<file path="src/rtl/div_sched_pkg.sv">
// Shared types and default sizing for the iterative divide scheduler.
// Latency: n/a. Backpressure: n/a.
// Holds the FSM state encoding, default operand widths and counter width.
package div_sched_pkg;

    localparam int DW_DEF = 4;
    localparam int BW_DEF = 2;
    localparam int CNT_W  = $clog2(DW_DEF + 1);

    typedef enum logic [1:0] {
        ST_IDLE,
        ST_ITER,
        ST_FIX,
        ST_DONE
    } state_t;

endpackage

</file>
<file path="src/rtl/div_nr_step.sv">
// One non-restoring division step on the shifted {P,Q} pair.
// Latency: combinational.
// Backpressure: none (pure function of its inputs).
module div_nr_step #(
    parameter int DW = 4,
    parameter int BW = 2
) (
    input  logic [BW+1:0] p_i,
    input  logic [DW-1:0] q_i,
    input  logic [BW-1:0] b_i,
    output logic [BW+1:0] p_o,
    output logic [DW-1:0] q_o
);

    logic [BW+2:0] p_ext;
    logic [BW+2:0] b_ext;
    logic [BW+2:0] sum;

    // A guard bit keeps the quotient bit correct when the shifted remainder
    // overflows P, which only happens for a zero divisor.
    always_comb begin
        p_ext = {p_i[BW+1], p_i, q_i[DW-1]};
        b_ext = {{3{1'b0}}, b_i};
        if (p_i[BW+1]) begin
            sum = p_ext + b_ext;
        end else begin
            sum = p_ext - b_ext;
        end
        p_o = sum[BW+1:0];
        q_o = {q_i[DW-2:0], ~sum[BW+2]};
    end

endmodule

</file>
<file path="src/rtl/div_sched.sv">
// Two-requester round-robin scheduler around a shared iterative non-restoring divider.
// Latency: response DW+1 cycles after accept (1 for zero divisor with DIV_SCHED_DZ_EN).
// Backpressure: one divide in flight; requests wait while busy, response holds until rsp_ready.
module div_sched
    import div_sched_pkg::*;
#(
    parameter int DW = DW_DEF,
    parameter int BW = BW_DEF
) (
    input  logic          clk,
    input  logic          rst_n,
    input  logic          req0_valid,
    output logic          req0_ready,
    input  logic [DW-1:0] req0_a,
    input  logic [BW-1:0] req0_b,
    input  logic          req1_valid,
    output logic          req1_ready,
    input  logic [DW-1:0] req1_a,
    input  logic [BW-1:0] req1_b,
    output logic          rsp_valid,
    input  logic          rsp_ready,
    output logic          rsp_id,
    output logic [DW-1:0] rsp_quot,
    output logic [BW-1:0] rsp_rem,
    output logic          rsp_dz
);

    localparam int CW = $clog2(DW + 1);
    localparam int PW = BW + 2;

    state_t        state_q, state_d;
    logic [PW-1:0] p_q, p_d, step_p;
    logic [DW-1:0] q_q, q_d, step_q;
    logic [BW-1:0] b_q, b_d;
    logic [CW-1:0] cnt_q, cnt_d;
    logic          id_q, id_d;
    logic          last_q, last_d;
    logic          gnt0, gnt1;
    logic [DW-1:0] a_sel;
    logic [BW-1:0] b_sel;
`ifdef DIV_SCHED_DZ_EN
    logic          dz_q, dz_d;
`endif

    // Tie goes to the requester that was not granted last.
    always_comb begin
        gnt0  = req0_valid && (!req1_valid || last_q);
        gnt1  = req1_valid && (!req0_valid || !last_q);
        a_sel = gnt1 ? req1_a : req0_a;
        b_sel = gnt1 ? req1_b : req0_b;
    end

    assign req0_ready = rst_n && (state_q == ST_IDLE) && gnt0;
    assign req1_ready = rst_n && (state_q == ST_IDLE) && gnt1;

    div_nr_step #(
        .DW (DW),
        .BW (BW)
    ) u_step (
        .p_i (p_q),
        .q_i (q_q),
        .b_i (b_q),
        .p_o (step_p),
        .q_o (step_q)
    );

    always_comb begin
        state_d = state_q;
        p_d     = p_q;
        q_d     = q_q;
        b_d     = b_q;
        cnt_d   = cnt_q;
        id_d    = id_q;
        last_d  = last_q;
`ifdef DIV_SCHED_DZ_EN
        dz_d    = dz_q;
`endif
        case (state_q)
            ST_IDLE: begin
                if (gnt0 || gnt1) begin
                    id_d    = gnt1;
                    last_d  = gnt1;
                    q_d     = a_sel;
                    b_d     = b_sel;
                    p_d     = '0;
                    cnt_d   = '0;
                    state_d = ST_ITER;
`ifdef DIV_SCHED_DZ_EN
                    dz_d    = 1'b0;
                    if (b_sel == '0) begin
                        q_d     = '1;
                        p_d     = {{2{1'b0}}, a_sel[BW-1:0]};
                        dz_d    = 1'b1;
                        state_d = ST_DONE;
                    end
`endif
                end
            end
            ST_ITER: begin
                p_d   = step_p;
                q_d   = step_q;
                cnt_d = cnt_q + 1'b1;
                if (cnt_q == CW'(DW - 1)) begin
                    state_d = ST_FIX;
                end
            end
            ST_FIX: begin
                if (p_q[PW-1]) begin
                    p_d = p_q + {{2{1'b0}}, b_q};
                end
                state_d = ST_DONE;
            end
            ST_DONE: begin
                if (rsp_ready) begin
                    state_d = ST_IDLE;
                end
            end
            default: state_d = ST_IDLE;
        endcase
    end

    always_ff @(posedge clk or negedge rst_n) begin
        if (!rst_n) begin
            state_q <= ST_IDLE;
            p_q     <= '0;
            q_q     <= '0;
            b_q     <= '0;
            cnt_q   <= '0;
            id_q    <= 1'b0;
            last_q  <= 1'b1;
        end else begin
            state_q <= state_d;
            p_q     <= p_d;
            q_q     <= q_d;
            b_q     <= b_d;
            cnt_q   <= cnt_d;
            id_q    <= id_d;
            last_q  <= last_d;
        end
    end

`ifdef DIV_SCHED_DZ_EN
    always_ff @(posedge clk or negedge rst_n) begin
        if (!rst_n) begin
            dz_q <= 1'b0;
        end else begin
            dz_q <= dz_d;
        end
    end
    assign rsp_dz = dz_q;
`else
    assign rsp_dz = 1'b0;
`endif

    assign rsp_valid = (state_q == ST_DONE);
    assign rsp_id    = id_q;
    assign rsp_quot  = q_q;
    assign rsp_rem   = p_q[BW-1:0];

endmodule

</file>
<file path="config.mk">
export PLATFORM = sky130hd
export DESIGN_NAME = div_sched
export DESIGN_NICKNAME = d
export VERILOG_FILES = /design/src/rtl/div_sched_pkg.sv /design/src/rtl/div_nr_step.sv /design/src/rtl/div_sched.sv
export SDC_FILE = /design/constraint.sdc
export NUM_CORES = 1
export LEC_CHECK = 0
export ABC_CLOCK_PERIOD_IN_PS = 2200
export BUFFER_PORTS_ARGS = -buffer_cell sky130_fd_sc_hd__clkbuf_2
export CORE_UTILIZATION = 25
export CTS_BUF_LIST = sky130_fd_sc_hd__clkbuf_8
export CTS_CLUSTER_DIAMETER = 100
export DETAILED_ROUTE_END_ITERATION = 10
export SYNTH_ARGS = -nofsm -noshare
export SYNTH_HDL_FRONTEND = slang
export SYNTH_SLANG_ARGS = --single-unit
</file>
<file path="constraint.sdc">
create_clock -name clk -period 2.2 [get_ports clk]
set_clock_uncertainty 0.1 [all_clocks]
set_input_delay 0.11 -clock clk [delete_from_list [all_inputs] [get_ports clk]]
set_output_delay 0.11 -clock clk [all_outputs]
set_load 0.01 [all_outputs]
</file>
==> flow_metrics.env, run 1 <==
export IMPL_ir_drop_mv=0.4769
export IMPL_syn_nets=160
export IMPL_max_slew_margin_pct=62.74
export IMPL_hold_viol=0
export IMPL_regArea_sq_um=426.7
export IMPL_fmax_mhz=469.9
export IMPL_core_sq_um=4755
export IMPL_routed_via_density=4.267
export IMPL_status="complete, no violations"
export IMPL_critPathKind="flip-flop to flip-flop"
export IMPL_cts_buffers=3
export IMPL_drc=0
export IMPL_clkLatencyLatePin_ns=0.25
export IMPL_final_cells=225
export IMPL_synth_main_ff_cell="dfrtp_1"
export IMPL_critPathLaunch="b_q[0]$_DFFE_PN0P_"
export IMPL_layout_drive_gt1_share_pct=29.75
export IMPL_period_minus_slack_ns=2.128
export IMPL_timing_rr_end="p_q[2]$_DFFE_PN0P_"
export IMPL_hold_path_class="input pin to flip-flop"
export IMPL_final_common_cell="clkbuf_2"
export IMPL_drv_cap=0
export IMPL_power_leakage_nw=0.7797
export IMPL_synth_distinct_cells=34
export IMPL_cts_tree="done"
export IMPL_gp_congestion=0.7515
export IMPL_final_cell_mix="clkbuf_2 (26), o21ai_0 (16), dfrtp_1 (16)"
export IMPL_r2r_setup_slack_ns=0.07
export IMPL_crit_cells=7
export IMPL_start_kind="flip-flop"
export IMPL_path_buf_inv=1
export IMPL_htree_levels=1
export IMPL_vias=960
export IMPL_yosysSeqAreaShare_pct=34.24
export IMPL_ff2ff_path_depth=7
export IMPL_worst_path_max_fanout=2
export IMPL_synth_cells=127
export IMPL_synth_edf_count=0
export IMPL_drtAntennaViolNets=0
export IMPL_fillers=511
export IMPL_area_delta_synth_final_pct=22.39
export IMPL_grt_setup_unrepaired="false"
export IMPL_worstPathCellList="inv_1 -> ha_1 -> mux2_4 -> fa_2 -> xor2_1 -> a32o_1 -> a32o_1"
export IMPL_die_w_um=72.60
export IMPL_synth_async_sr_flop_share_pct=100.0
export IMPL_endpoint="p_q[2]$_DFFE_PN0P_"
export IMPL_grt_pass1_vias=950
export IMPL_die_area_sq_um=5271
export IMPL_cp_arrival_ns=2.17
export IMPL_slew_viol_final=0
export IMPL_p_per_area_nw_per_um2=1375
export IMPL_post_route_period_util_pct=96.73
export IMPL_final_nets=192
export IMPL_post_drt_wl_per_cell_um=11.20
export IMPL_grt_usage_pct=10.65
export IMPL_critPathCaptureType="flip-flop"
export IMPL_yosys_warnings=0
export IMPL_reg2reg_from="b_q[0]$_DFFE_PN0P_"
export IMPL_dpl_hpwl_mm=2.001
export IMPL_clkTransAtPathRegs_ns=0.07
export IMPL_setup_viol=0
export IMPL_cp_required_ns=2.24
export IMPL_multi_input_area_sq_um=732.0
export IMPL_grt_max_degree=15
export IMPL_postCtsSetupRepairBufs=0
export IMPL_critPathMostFrequentCell="a32o_1"
export IMPL_placed_cells=220
export IMPL_cts_root_buffer="clkbuf_8"
export IMPL_syn_mean_instance_area_sq_um=9.813
export IMPL_ys_ff_latch=17
export IMPL_tightest_slew_ns=0.5556
export IMPL_drt_first_pass_iters=4
export IMPL_clock_sinks=17
export IMPL_clock_path_buffers=2
export IMPL_drt_iter0_markers=31
export IMPL_antenna_found_initial=0
export IMPL_overflow=0
export IMPL_drt_total_wl_mm=2.520
export IMPL_critPathTopFamily="adder cells"
export IMPL_diodes=0
export IMPL_synth_area_sq_um=1246
export IMPL_crit_path_top_delay_cell="fa_2"
export IMPL_start_util_pct=26.21
export IMPL_cpPeakStageDelay_ns=0.35
export IMPL_portBuffers=26
export IMPL_fin_setup_tns_ns=0
export IMPL_placementRows=25
export IMPL_fp_dieH_um=72.60
export IMPL_io_pins=28
export IMPL_grt_pass1_wl_mm=4.298
==> power by group <==
| part | total, mW | switching, mW | internal (mW) |
|---|---|---|---|
| registers | 0.571 | 0.106 | 0.465 |
| clock network | 0.232 | 0.108 | 0.124 |
| logic | 1.29 | 0.680 | 0.615 |
| total | 2.10 | 0.893 | 1.20 |
==> worst register-to-register path, cell delays in order, from the launching register on <==
cell and delay [ns]:
dfrtp_1 0.34, inv_1 0.04, ha_1 0.28, mux2_4 0.29, fa_2 0.35, xor2_1 0.17
a32o_1 0.20, a32o_1 0.25
==> registers in the layout, indices dropped and copies added, names as in the netlist <==
register	count
rsp_id	1
cnt_q	3
rsp_quot	4
p_q	4
last_q	1
b_q	2
state_q	2
==> stage by stage <==
stage | utilization, % | setup WS [ns] | power [mW] | instance area (sq um) | hold slack (ns)
2_1_floorplan | - | 0.04555 | 1.514 | 1249 | -0.2856
3_3_place_gp | 30.76 | 0.07340 | 1.837 | 1463 | -0.1397
3_5_place_dp | 30.76 | 0.04422 | 1.856 | 1463 | -0.1347
4_1_cts | 31.92 | 0.03423 | 2.096 | 1518 | 0.02893
5_1_grt | 32.08 | 0.003184 | 2.328 | 1525 | 0.04661
6_report | 32.08 | 0.07198 | 2.098 | 1525 | 0.03501
==> layout make-up <==
cell class / instances / share of cell area, %
Sequential cell: 17 / 27.97
Clock inverter: 1 / 0.2461
Tap cell: 67 / 5.496
Multi-Input combinational cell: 90 / 47.99
Inverter: 14 / 3.445
Timing Repair Buffer: 33 / 12.14
Clock buffer: 3 / 2.707
==> routing by layer <==
layer / wire [um] / GRT usage [%] / vias up
met2: 1110 / 16.41 / 17
met3: 100 / 3.315 / 4
met1: 1292 / 14.52 / 443
li1: - / - / 496
met5: 0 / 0 / -
met4: 17 / 2.614 / 0
==> logic make-up (layout without fill, tap and decap cells) <==
group	Yosys count	in the layout	synth area share (%)
AOI/OAI and AO/OA	34	34	18.27
and+or+nand+nor	25	25	10.64
buffers and inverters	20	51	7.831
DFF	17	17	34.24
adders and majority gates	16	16	17.27
muxes	11	11	9.337
xor gates and xnor gates	3	3	2.109
other	1	1	0.3009
==> how the worst min path moves through the flow <==
stage,end,start,depth (start not counted),slack [ns]
floorplan,b_q[0]$_DFFE_PN0P_,rst_n,0,-0.29
CTS,last_q$_DFFE_PN1P_,req0_valid,2,0.03
finish,last_q$_DFFE_PN1P_,req0_valid,2,0.04
global placement,rsp_quot[3]$_DFFE_PN0P_,rst_n,1,-0.14
global route,last_q$_DFFE_PN1P_,req0_valid,2,0.05
detailed placement,rsp_quot[3]$_DFFE_PN0P_,rst_n,1,-0.13
==> cells in the mapped netlist (3+ instances only) <==
cell | n | area [sq um]
nand2_1 | 11 | 41.29
mux2_2 | 4 | 45.04
dfrtp_1 | 16 | 400.4
nor2_1 | 3 | 11.26
nand3_1 | 4 | 20.02
o21ai_0 | 16 | 80.08
a21oi_1 | 5 | 25.02
ha_1 | 14 | 175.2
mux2i_1 | 6 | 60.06
a21o_1 | 3 | 22.52
inv_1 | 14 | 52.55
buf_4 | 4 | 30.03
==> repair_timing <==
item,4_1_cts,5_1_grt
gates resized for setup,0,3
endpoints found under the setup margin,0,2
hold buffers,1,0
endpoints found under the hold margin,17,0
No activity file was read; power rests on OpenSTA's default activity.
==> run 2: changes to the inputs <==
--- a/config.mk
+++ b/config.mk
@@ -11,6 +11,7 @@
 export CTS_BUF_LIST = sky130_fd_sc_hd__clkbuf_8
 export CTS_CLUSTER_DIAMETER = 100
 export DETAILED_ROUTE_END_ITERATION = 10
+export RECOVER_POWER = 100
 export SYNTH_ARGS = -nofsm -noshare
 export SYNTH_HDL_FRONTEND = slang
 export SYNTH_SLANG_ARGS = --single-unit
==> constraint.sdc (replaced) <==
create_clock -name clk -period 2.2 [get_ports clk]
set_clock_uncertainty 0.1 [all_clocks]
set_input_delay 0.11 -clock clk [delete_from_list [all_inputs] [get_ports clk]]
set_output_delay 0.11 -clock clk [all_outputs]
set_load 0.1 [all_outputs]
==> run 2 against run 1 <==
Critical path depth stayed put. Core utilization decreased by 0.34 points. Die area did not move. Final cell count did not move. Final area is 1.1% lower. Fmax is 1.0% higher. Global-route usage rose by 0.41 points. Worst setup slack better by 0.021 ns. Clock-buffer cell count is the same.
==> flow_metrics.env, run 2 (synthesis gave the netlist of run 1 again) <==
export IMPL_clock_sinks=17
export IMPL_final_nets=192
export IMPL_routed_via_density=4.302
export IMPL_clkLatencyLatePin_ns=0.25
export IMPL_postCtsSetupRepairBufs=0
export IMPL_overflow=0
export IMPL_setup_viol=0
export IMPL_drv_cap=0
export IMPL_hold_path_class="input pin to flip-flop"
export IMPL_final_cell_mix="clkbuf_2 (19), o21ai_0 (16), dfrtp_1 (15)"
export IMPL_grt_max_degree=15
export IMPL_io_pins=28
export IMPL_hold_viol=0
export IMPL_layout_drive_gt1_share_pct=25.95
export IMPL_critPathKind="flip-flop to flip-flop"
export IMPL_critPathCaptureType="flip-flop"
export IMPL_final_common_cell="clkbuf_2"
export IMPL_period_minus_slack_ns=2.107
export IMPL_drc=0
export IMPL_post_drt_wl_per_cell_um=11.25
export IMPL_start_kind="flip-flop"
export IMPL_drt_total_wl_mm=2.531
export IMPL_cp_required_ns=2.24
export IMPL_grt_usage_pct=11.06
export IMPL_die_area_sq_um=5271
export IMPL_htree_levels=1
export IMPL_status="complete, no violations"
export IMPL_area_delta_synth_final_pct=21.08
export IMPL_cts_root_buffer="clkbuf_8"
export IMPL_core_sq_um=4755
export IMPL_antenna_found_initial=0
export IMPL_dpl_hpwl_mm=2.039
export IMPL_fmax_mhz=474.6
export IMPL_gp_congestion=0.7397
export IMPL_drtAntennaViolNets=0
export IMPL_clkTransAtPathRegs_ns=0.07
export IMPL_grt_pass1_vias=966
export IMPL_worst_path_max_fanout=2
export IMPL_finalWorstSetupSlack_ns=0.09313
export IMPL_drt_first_pass_iters=4
export IMPL_clock_path_buffers=2
export IMPL_placementRows=25
export IMPL_vias=968
export IMPL_cts_buffers=3
export IMPL_cts_tree="done"
export IMPL_drt_iter0_markers=26
export IMPL_r2r_setup_slack_ns=0.09
export IMPL_portBuffers=26
export IMPL_slew_viol_final=0
export IMPL_fillers=510
export IMPL_cp_arrival_ns=2.15
export IMPL_die_w_um=72.60
export IMPL_max_slew_margin_pct=22.22
export IMPL_post_place_ws_ns=0.04808
export IMPL_diodes=0
export IMPL_fp_dieH_um=72.60
export IMPL_start_util_pct=26.21
export IMPL_tightest_slew_ns=1.172
export IMPL_post_route_period_util_pct=95.77
export IMPL_grt_pass1_wl_mm=4.464
export IMPL_grt_setup_unrepaired="false"
export IMPL_fin_setup_tns_ns=0
==> run 2: cell types whose count changed in the layout (fill, tap and decap cells not counted), sizes merged <==
cell    delta
buf        -1
clkbuf     +1
clkinv     +1
inv        -1
==> run 2: routing by layer <==
metal	GRT usage [%]	part of all wire, %	vias to the layer above
li1	-	-	498
met1	14.69	49	447
met2	17.76	45	21
met3	3.177	5.1	2
met4	2.614	0.75	0
met5	0	0	-
==> run 2: what timing repair did <==
item | 4_1_cts | 5_1_grt
setup endpoints to repair | 0 | 3
endpoints found under the hold margin | 17 | 0
hold buffers | 1 | 0
resized for setup | 0 | 2
==> run 2: worst paths after layout <==
check / startpoint / to / cells past startpoint
max in group asynchronous: rst_n / p_q[3]$_DFFE_PN0P_ / 3
setup / recovery: b_q[1]$_DFFE_PN0P_ / p_q[2]$_DFFE_PN0P_ / 7
min in group asynchronous: rst_n / rsp_id$_DFFE_PN0P_ / 2
hold reg to reg: cnt_q[1]$_DFFE_PN0P_ / cnt_q[1]$_DFFE_PN0P_ / 2
setup reg to reg: b_q[1]$_DFFE_PN0P_ / p_q[2]$_DFFE_PN0P_ / 7
hold / removal: req0_valid / last_q$_DFFE_PN1P_ / 2
==> run 2: cell type report <==
type	count	area [sq um]	share of cell area (%)
repair buffers	33	172.7	11.44
inverters	14	52.55	3.483
clock buffers	3	41.29	2.736
clock inverters	1	5.005	0.3317
well taps	67	83.83	5.556
flip-flops and latches	17	427.9	28.36
multi-input cells	90	725.7	48.09
==> run 2: stage by stage <==
stage                     hold slack (ns)  std cells  util [%]  area, sq um
after floorplan                   -0.2856        127         -         1254
after global placement            -0.1054        220     30.87         1468
after detailed placement         -0.09747        220     30.87         1468
after CTS                         0.01451        225     32.05         1524
after global routing              0.01513        225     31.74         1509
final                            0.007259        225     31.74         1509
==> run 2: critical path, cell delays in order, from the launching register on <==
cell     delay [ns]
dfrtp_1        0.39
inv_2          0.07
ha_1           0.22
mux2_4         0.28
fa_2           0.35
xor2_1         0.15
a32o_1         0.20
a32o_1         0.24
Power of run 2 is not shown: default switching activity piles up to over one toggle a cycle in this logic, so the estimate is an artifact.
